--- config.mk ---
export PLATFORM = sky130hd
export DESIGN_NAME = branch_resolve_unit
export DESIGN_NICKNAME = d
export VERILOG_FILES = /design/src/rtl/branch_resolve_unit.sv
export SDC_FILE = /design/constraint.sdc
export NUM_CORES = 1
export LEC_CHECK = 0
export ABC_AREA = 1
export CORE_MARGIN = 2
export CORE_UTILIZATION = 44
export CTS_BUF_LIST = sky130_fd_sc_hd__clkbuf_4
export DETAILED_ROUTE_END_ITERATION = 7
export GPL_ROUTABILITY_DRIVEN = 0
export PLACE_DENSITY_LB_ADDON = 0.2
export SLEW_MARGIN = 20
export SYNTH_ARGS = -nofsm -noshare
export SYNTH_HDL_FRONTEND = slang
export SYNTH_SLANG_ARGS = --single-unit
--- constraint.sdc ---
create_clock -name clk -period 1.7 [get_ports clk]
set_input_delay 0.255 -clock clk [delete_from_list [all_inputs] [get_ports clk]]
set_output_delay 0.255 -clock clk [all_outputs]
set_load 0.02 [all_outputs]
--- src/rtl/branch_resolve_unit.sv ---
// Branch resolve unit: latches the fetch-stage prediction and checks it in decode.
// On a wrong prediction it flushes decode, redirects fetch and trains the predictor.
module branch_resolve_unit #(
    parameter int CNT_W       = 16,
    parameter int RECOVER_CYC = 1
) (
    input  logic             clk,
    input  logic             reset,
    input  logic             stalld,
    input  logic             flush_ext,
    input  logic             isbranch_f,
    input  logic             pred_taken_f,
    input  logic             pred_hit_f,
    input  logic [31:0]      pred_target_f,
    input  logic [31:0]      pcf,
    input  logic             branchd,
    input  logic             pcsrcd,
    input  logic [31:0]      pcbranchd,
    input  logic [31:0]      pcplus4d,
    output logic             mispredict_d,
    output logic [31:0]      redirect_pc,
    output logic             flushd_req,
    output logic             upd_valid,
    output logic             upd_alloc,
    output logic             upd_taken,
    output logic [31:0]      upd_pc,
    output logic [31:0]      upd_target,
    output logic [CNT_W-1:0] branch_cnt,
    output logic [CNT_W-1:0] mispred_cnt
);

    typedef enum logic [0:0] {
        S_IDLE    = 1'b0,
        S_RECOVER = 1'b1
    } state_t;

    localparam logic [1:0]       REC_LOAD = 2'(RECOVER_CYC - 1);
    localparam logic [CNT_W-1:0] CNT_MAX  = {CNT_W{1'b1}};
    localparam logic [CNT_W-1:0] CNT_ONE  = CNT_W'(1);

    state_t           r_state;
    state_t           w_state_nxt;
    logic [1:0]       r_rec_cnt;
    logic [1:0]       w_rec_cnt_nxt;

    logic             r_meta_valid;
    logic             r_meta_taken;
    logic             r_meta_hit;
    logic [31:0]      r_meta_target;
    logic [31:0]      r_meta_pc;

    logic             w_resolve;
    logic             w_eff_hit;
    logic             w_eff_taken;
    logic             w_mispredict;
    logic [31:0]      w_redirect;

    logic             r_upd_valid;
    logic             r_upd_alloc;
    logic             r_upd_taken;
    logic [31:0]      r_upd_pc;
    logic [31:0]      r_upd_target;
    logic [CNT_W-1:0] r_branch_cnt;
    logic [CNT_W-1:0] r_mispred_cnt;

    // FSM state register and recovery down-counter
    always_ff @(posedge clk) begin
        if (reset) begin
            r_state   <= S_IDLE;
            r_rec_cnt <= 2'd0;
        end else begin
            r_state   <= w_state_nxt;
            r_rec_cnt <= w_rec_cnt_nxt;
        end
    end

    // FSM next-state logic
    always_comb begin
        w_state_nxt   = r_state;
        w_rec_cnt_nxt = r_rec_cnt;
        case (r_state)
            S_IDLE: begin
                if (w_mispredict) begin
                    w_state_nxt   = S_RECOVER;
                    w_rec_cnt_nxt = REC_LOAD;
                end else begin
                    w_state_nxt   = S_IDLE;
                    w_rec_cnt_nxt = 2'd0;
                end
            end
            S_RECOVER: begin
                if (r_rec_cnt == 2'd0) begin
                    w_state_nxt   = S_IDLE;
                    w_rec_cnt_nxt = 2'd0;
                end else begin
                    w_state_nxt   = S_RECOVER;
                    w_rec_cnt_nxt = r_rec_cnt - 2'd1;
                end
            end
            default: begin
                w_state_nxt   = S_IDLE;
                w_rec_cnt_nxt = 2'd0;
            end
        endcase
    end

    // FSM outputs: resolve qualification, mispredict detection and redirect target
    always_comb begin
        w_resolve    = (r_state == S_IDLE) && !stalld && branchd;
        // A branch not seen at fetch behaves as a not-taken predictor miss
        w_eff_hit    = r_meta_valid && r_meta_hit;
        w_eff_taken  = w_eff_hit && r_meta_taken;
        w_mispredict = 1'b0;
        w_redirect   = 32'd0;
        if (w_resolve) begin
            if (w_eff_taken && !pcsrcd) begin
                w_mispredict = 1'b1;
                w_redirect   = pcplus4d;
            end else if (pcsrcd && (!w_eff_taken || (r_meta_target != pcbranchd))) begin
                w_mispredict = 1'b1;
                w_redirect   = pcbranchd;
            end else begin
                w_mispredict = 1'b0;
                w_redirect   = 32'd0;
            end
        end else begin
            w_mispredict = 1'b0;
            w_redirect   = 32'd0;
        end
    end

    // F->D prediction metadata: flushes beat stalls
    always_ff @(posedge clk) begin
        if (reset || flush_ext || w_mispredict) begin
            r_meta_valid  <= 1'b0;
            r_meta_taken  <= 1'b0;
            r_meta_hit    <= 1'b0;
            r_meta_target <= 32'd0;
            r_meta_pc     <= 32'd0;
        end else if (!stalld) begin
            r_meta_valid  <= isbranch_f;
            r_meta_taken  <= pred_taken_f;
            r_meta_hit    <= pred_hit_f;
            r_meta_target <= pred_target_f;
            r_meta_pc     <= pcf;
        end else begin
            r_meta_valid  <= r_meta_valid;
            r_meta_taken  <= r_meta_taken;
            r_meta_hit    <= r_meta_hit;
            r_meta_target <= r_meta_target;
            r_meta_pc     <= r_meta_pc;
        end
    end

    // Predictor update command, one strobe per resolved branch
    always_ff @(posedge clk) begin
        if (reset) begin
            r_upd_valid  <= 1'b0;
            r_upd_alloc  <= 1'b0;
            r_upd_taken  <= 1'b0;
            r_upd_pc     <= 32'd0;
            r_upd_target <= 32'd0;
        end else if (w_resolve) begin
            r_upd_valid  <= 1'b1;
            r_upd_alloc  <= !w_eff_hit;
            r_upd_taken  <= pcsrcd;
            r_upd_pc     <= r_meta_valid ? r_meta_pc : (pcplus4d - 32'd4);
            r_upd_target <= pcbranchd;
        end else begin
            r_upd_valid  <= 1'b0;
        end
    end

    // Saturating branch and mispredict statistics
    always_ff @(posedge clk) begin
        if (reset) begin
            r_branch_cnt  <= {CNT_W{1'b0}};
            r_mispred_cnt <= {CNT_W{1'b0}};
        end else begin
            if (w_resolve && (r_branch_cnt != CNT_MAX)) begin
                r_branch_cnt <= r_branch_cnt + CNT_ONE;
            end
            if (w_mispredict && (r_mispred_cnt != CNT_MAX)) begin
                r_mispred_cnt <= r_mispred_cnt + CNT_ONE;
            end
        end
    end

    assign mispredict_d = w_mispredict;
    assign redirect_pc  = w_redirect;
    assign flushd_req   = w_mispredict;
    assign upd_valid    = r_upd_valid;
    assign upd_alloc    = r_upd_alloc;
    assign upd_taken    = r_upd_taken;
    assign upd_pc       = r_upd_pc;
    assign upd_target   = r_upd_target;
    assign branch_cnt   = r_branch_cnt;
    assign mispred_cnt  = r_mispred_cnt;

endmodule

==> results.toml <==
[run]
drv_cap = 0

[route]
first_iter_violations = 561
vias_per_cell = 5.15
ant_nets = 0
wl_per_cell_um = 17.7
drc = 0
firstDrtPassIters = 6
finalWirelength_um = 32900
routed-via-count = 9549

[cts]
clk_pin_slew_worst_paths_ns = 0.16
clockRootBuffer = "clkbuf_4"
insertion_delay_ns = 0.60
ctsHoldBuffers = 0
cts_buffers = 17
cts.sinks = 169
cts_tree = "done"
htree_num_levels = 4
cts_max_path_buffers = 2

[synthesis]
ys_seq_area_frac = 0.398
synth.distinct_cells = 36
ys_seq_elements = 169
syn_nets = 1312
ys_warn_count = 0
synthCells = 1171
postSynthAreaPerCell_um2 = 7.27
syn_area_mm2 = 0.00851

[die]
die_w_um = 143
die_h_um = 143
die-area_mm2 = 0.0205
start_util = 0.452
rows = 50
core_area_mm2 = 0.0188
ioPinCount = 270

[setup_path]
crit_path_frequent_cell = "buf_12"
cp_slowest_cell = "dfxtp_1"
cp_max_fo = 5
crit_chain = "xnor2_1 -> nand2_1 -> nor2_1 -> nand3_2 -> nor2_2 -> nand2_2 -> nand2_4 -> buf_12 -> buf_12 -> buf_16 -> o22ai_2 -> buf_6"
cp-start-kind = "flip-flop"
arrival_ns = 2.33
timing_worst_setup_path_type = "flip-flop to primary output"
critical_path_required_ns = 1.44
worst_path_largest_cell_delay_ns = 0.42
worstSetupEndpointType = "primary output"

[final_layout]
mostFrequentLayoutCells = "237 x nand2_1, 150 x buf_4, 148 x dfxtp_1"
nFillCells = 1462
multi_input_area_mm2 = 0.00505
drive_above_1_share = 0.273
layout_commonest_cell = "nand2_1"
fin_nets = 1724
fin_area_mm2 = 0.0139
sequential_cell_area_mm2 = 0.00341
syn_to_final_growth_pct = 63.8

[global_route]
grt_first_pass_wirelength_um = 47800
gr-total-overflow = 0
grt_usage = 0.306
antenna_found_initial = 2
grt_pass1_vias = 9024
grt_max_degree = 77

[sta]
setup_viol = 118
timing.final.crit_share = 1.52
slew_headroom = 0.507
fin_ws_ns = -0.889
worst_clock_skew_ns = 0.0296
hold_viol_final = 0
grt_setup_unrepaired = "yes"
fin_crit_ns = 2.59
slew_viol_final = 0
fin_tns_setup_ns = -62.22
worst_pin_slew_ns = 0.737
max_freq_ghz = 0.386

[place]
dpl.hpwl_um = 22500
io_buffers = 269
dpl_cell_area_mm2 = 0.0127

[status]
violations = "negative setup slack"
status = "complete, but fails checks"

[pwr]
p_leak_nw = 6.11
ir_worst_vdd_mv = 0.462
power_density_mw_per_mm2 = 619

[min_path]
min_path_type = "input port to flip-flop"
==> sequential cells by signal, indices dropped and copies added, names as in the netlist <==
name / cells
upd_valid: 1
r_state: 1
mispred_cnt: 16
r_meta_valid: 1
upd_alloc: 1
upd_pc: 32
upd_taken: 1
r_rec_cnt: 2
r_meta_pc: 32
upd_target: 32
r_meta_target: 32
branch_cnt: 16
r_meta_hit: 1
r_meta_taken: 1
==> worst paths after layout <==
kind / startpoint / end / cells after the start / slack, ns
setup reg to reg: r_meta_target[24] / r_meta_target[20] / 16 / -0.57
hold reg to reg: r_rec_cnt[0] / r_rec_cnt[0] / 1 / 0.43
hold / removal: reset / branch_cnt[6] / 4 / 0.17
setup / recovery: r_meta_target[24] / redirect_pc[31] / 12 / -0.89
==> repair_timing <==
| item | in CTS | in global routing |
|---|---|---|
| setup endpoints to repair | 218 | 156 |
| buffers inserted | 10 | 7 |
| cloned | 13 | 4 |
| resized for setup | 333 | 166 |
| pin swaps | 8 | 21 |
==> final cells by class <==
cell class                 count  share of cell area
tap                          260              0.0233
inverter                     117              0.0320
clock inverter                10             0.00754
sequential                   169               0.245
clock buffer                  19              0.0102
antenna                        2            0.000359
timing repair buffer         453               0.319
multi-input combinational    825               0.363
==> critical path, delay by kind of cell (launching register included) <==
| kind | cells | cell delay, ns |
|---|---|---|
| AND/OR/NAND/NOR | 6 | 0.57 |
| flip-flops | 1 | 0.42 |
| XOR/XNOR | 1 | 0.16 |
| buffers and inverters | 4 | 0.52 |
| AO/OA/AOI/OAI | 1 | 0.07 |
==> routing by layer <==
metal	part of all wire	GRT usage
met1	0.39	0.365
met2	0.49	0.516
met3	0.075	0.0798
met4	0.040	0.137
met5	0	0
==> cells by family (layout without fill, tap and decap cells) <==
kind of cell,count (synthesis),after routing,synth area share
mux,44,44,0.0518
simple gates,521,522,0.282
compound gates,215,215,0.133
other cells,0,2,0
flops,169,169,0.398
xor+xnor,40,40,0.0412
buf+inv,178,599,0.0892
fa+ha+maj,4,4,0.00588
==> synth_stat cells, drive strengths merged <==
cell	number	area (µm²)
nor2	165	857
xnor2	20	175
a21oi	101	505
clkbuf	37	139
nand3	56	280
nand2	251	957
nor3	12	60.1
o21bai	1	7.51
o21a	2	15.0
o41ai	1	8.76
inv	116	435
nor4	6	43.8
a211oi	1	7.51
o211ai	4	30.0
ha	4	50.1
clkinv	1	3.75
or2	4	25.0
dfxtp	169	3380
o22ai	19	119
buf	24	181
o21ai	81	405
nor3b	3	22.5
and3	1	6.26
nand4	23	144
a31oi	5	31.3
xor2	20	175
mux2i	44	440
==> report_power, final <==
part	switching (W)	internal, W	total [W]
registers	0.0000825	0.00411	0.00420
clock network	0.00145	0.000866	0.00232
logic	0.00109	0.00102	0.00212
==> metrics by stage <==
stage               setup WS, ns   util  power, W  hold WS [ns]  std cells
floorplan                -0.0176      -   0.00514         0.350       1171
global placement           -1.07  0.675   0.00611         0.401       1798
detailed placement         -1.12  0.675   0.00613         0.419       1798
CTS                       -0.904  0.715   0.00851         0.146       1849
global route              -0.990  0.740   0.00896         0.172       1855
finish                    -0.889  0.740   0.00863         0.174       1855
No activity file was read; power rests on OpenSTA's default activity.
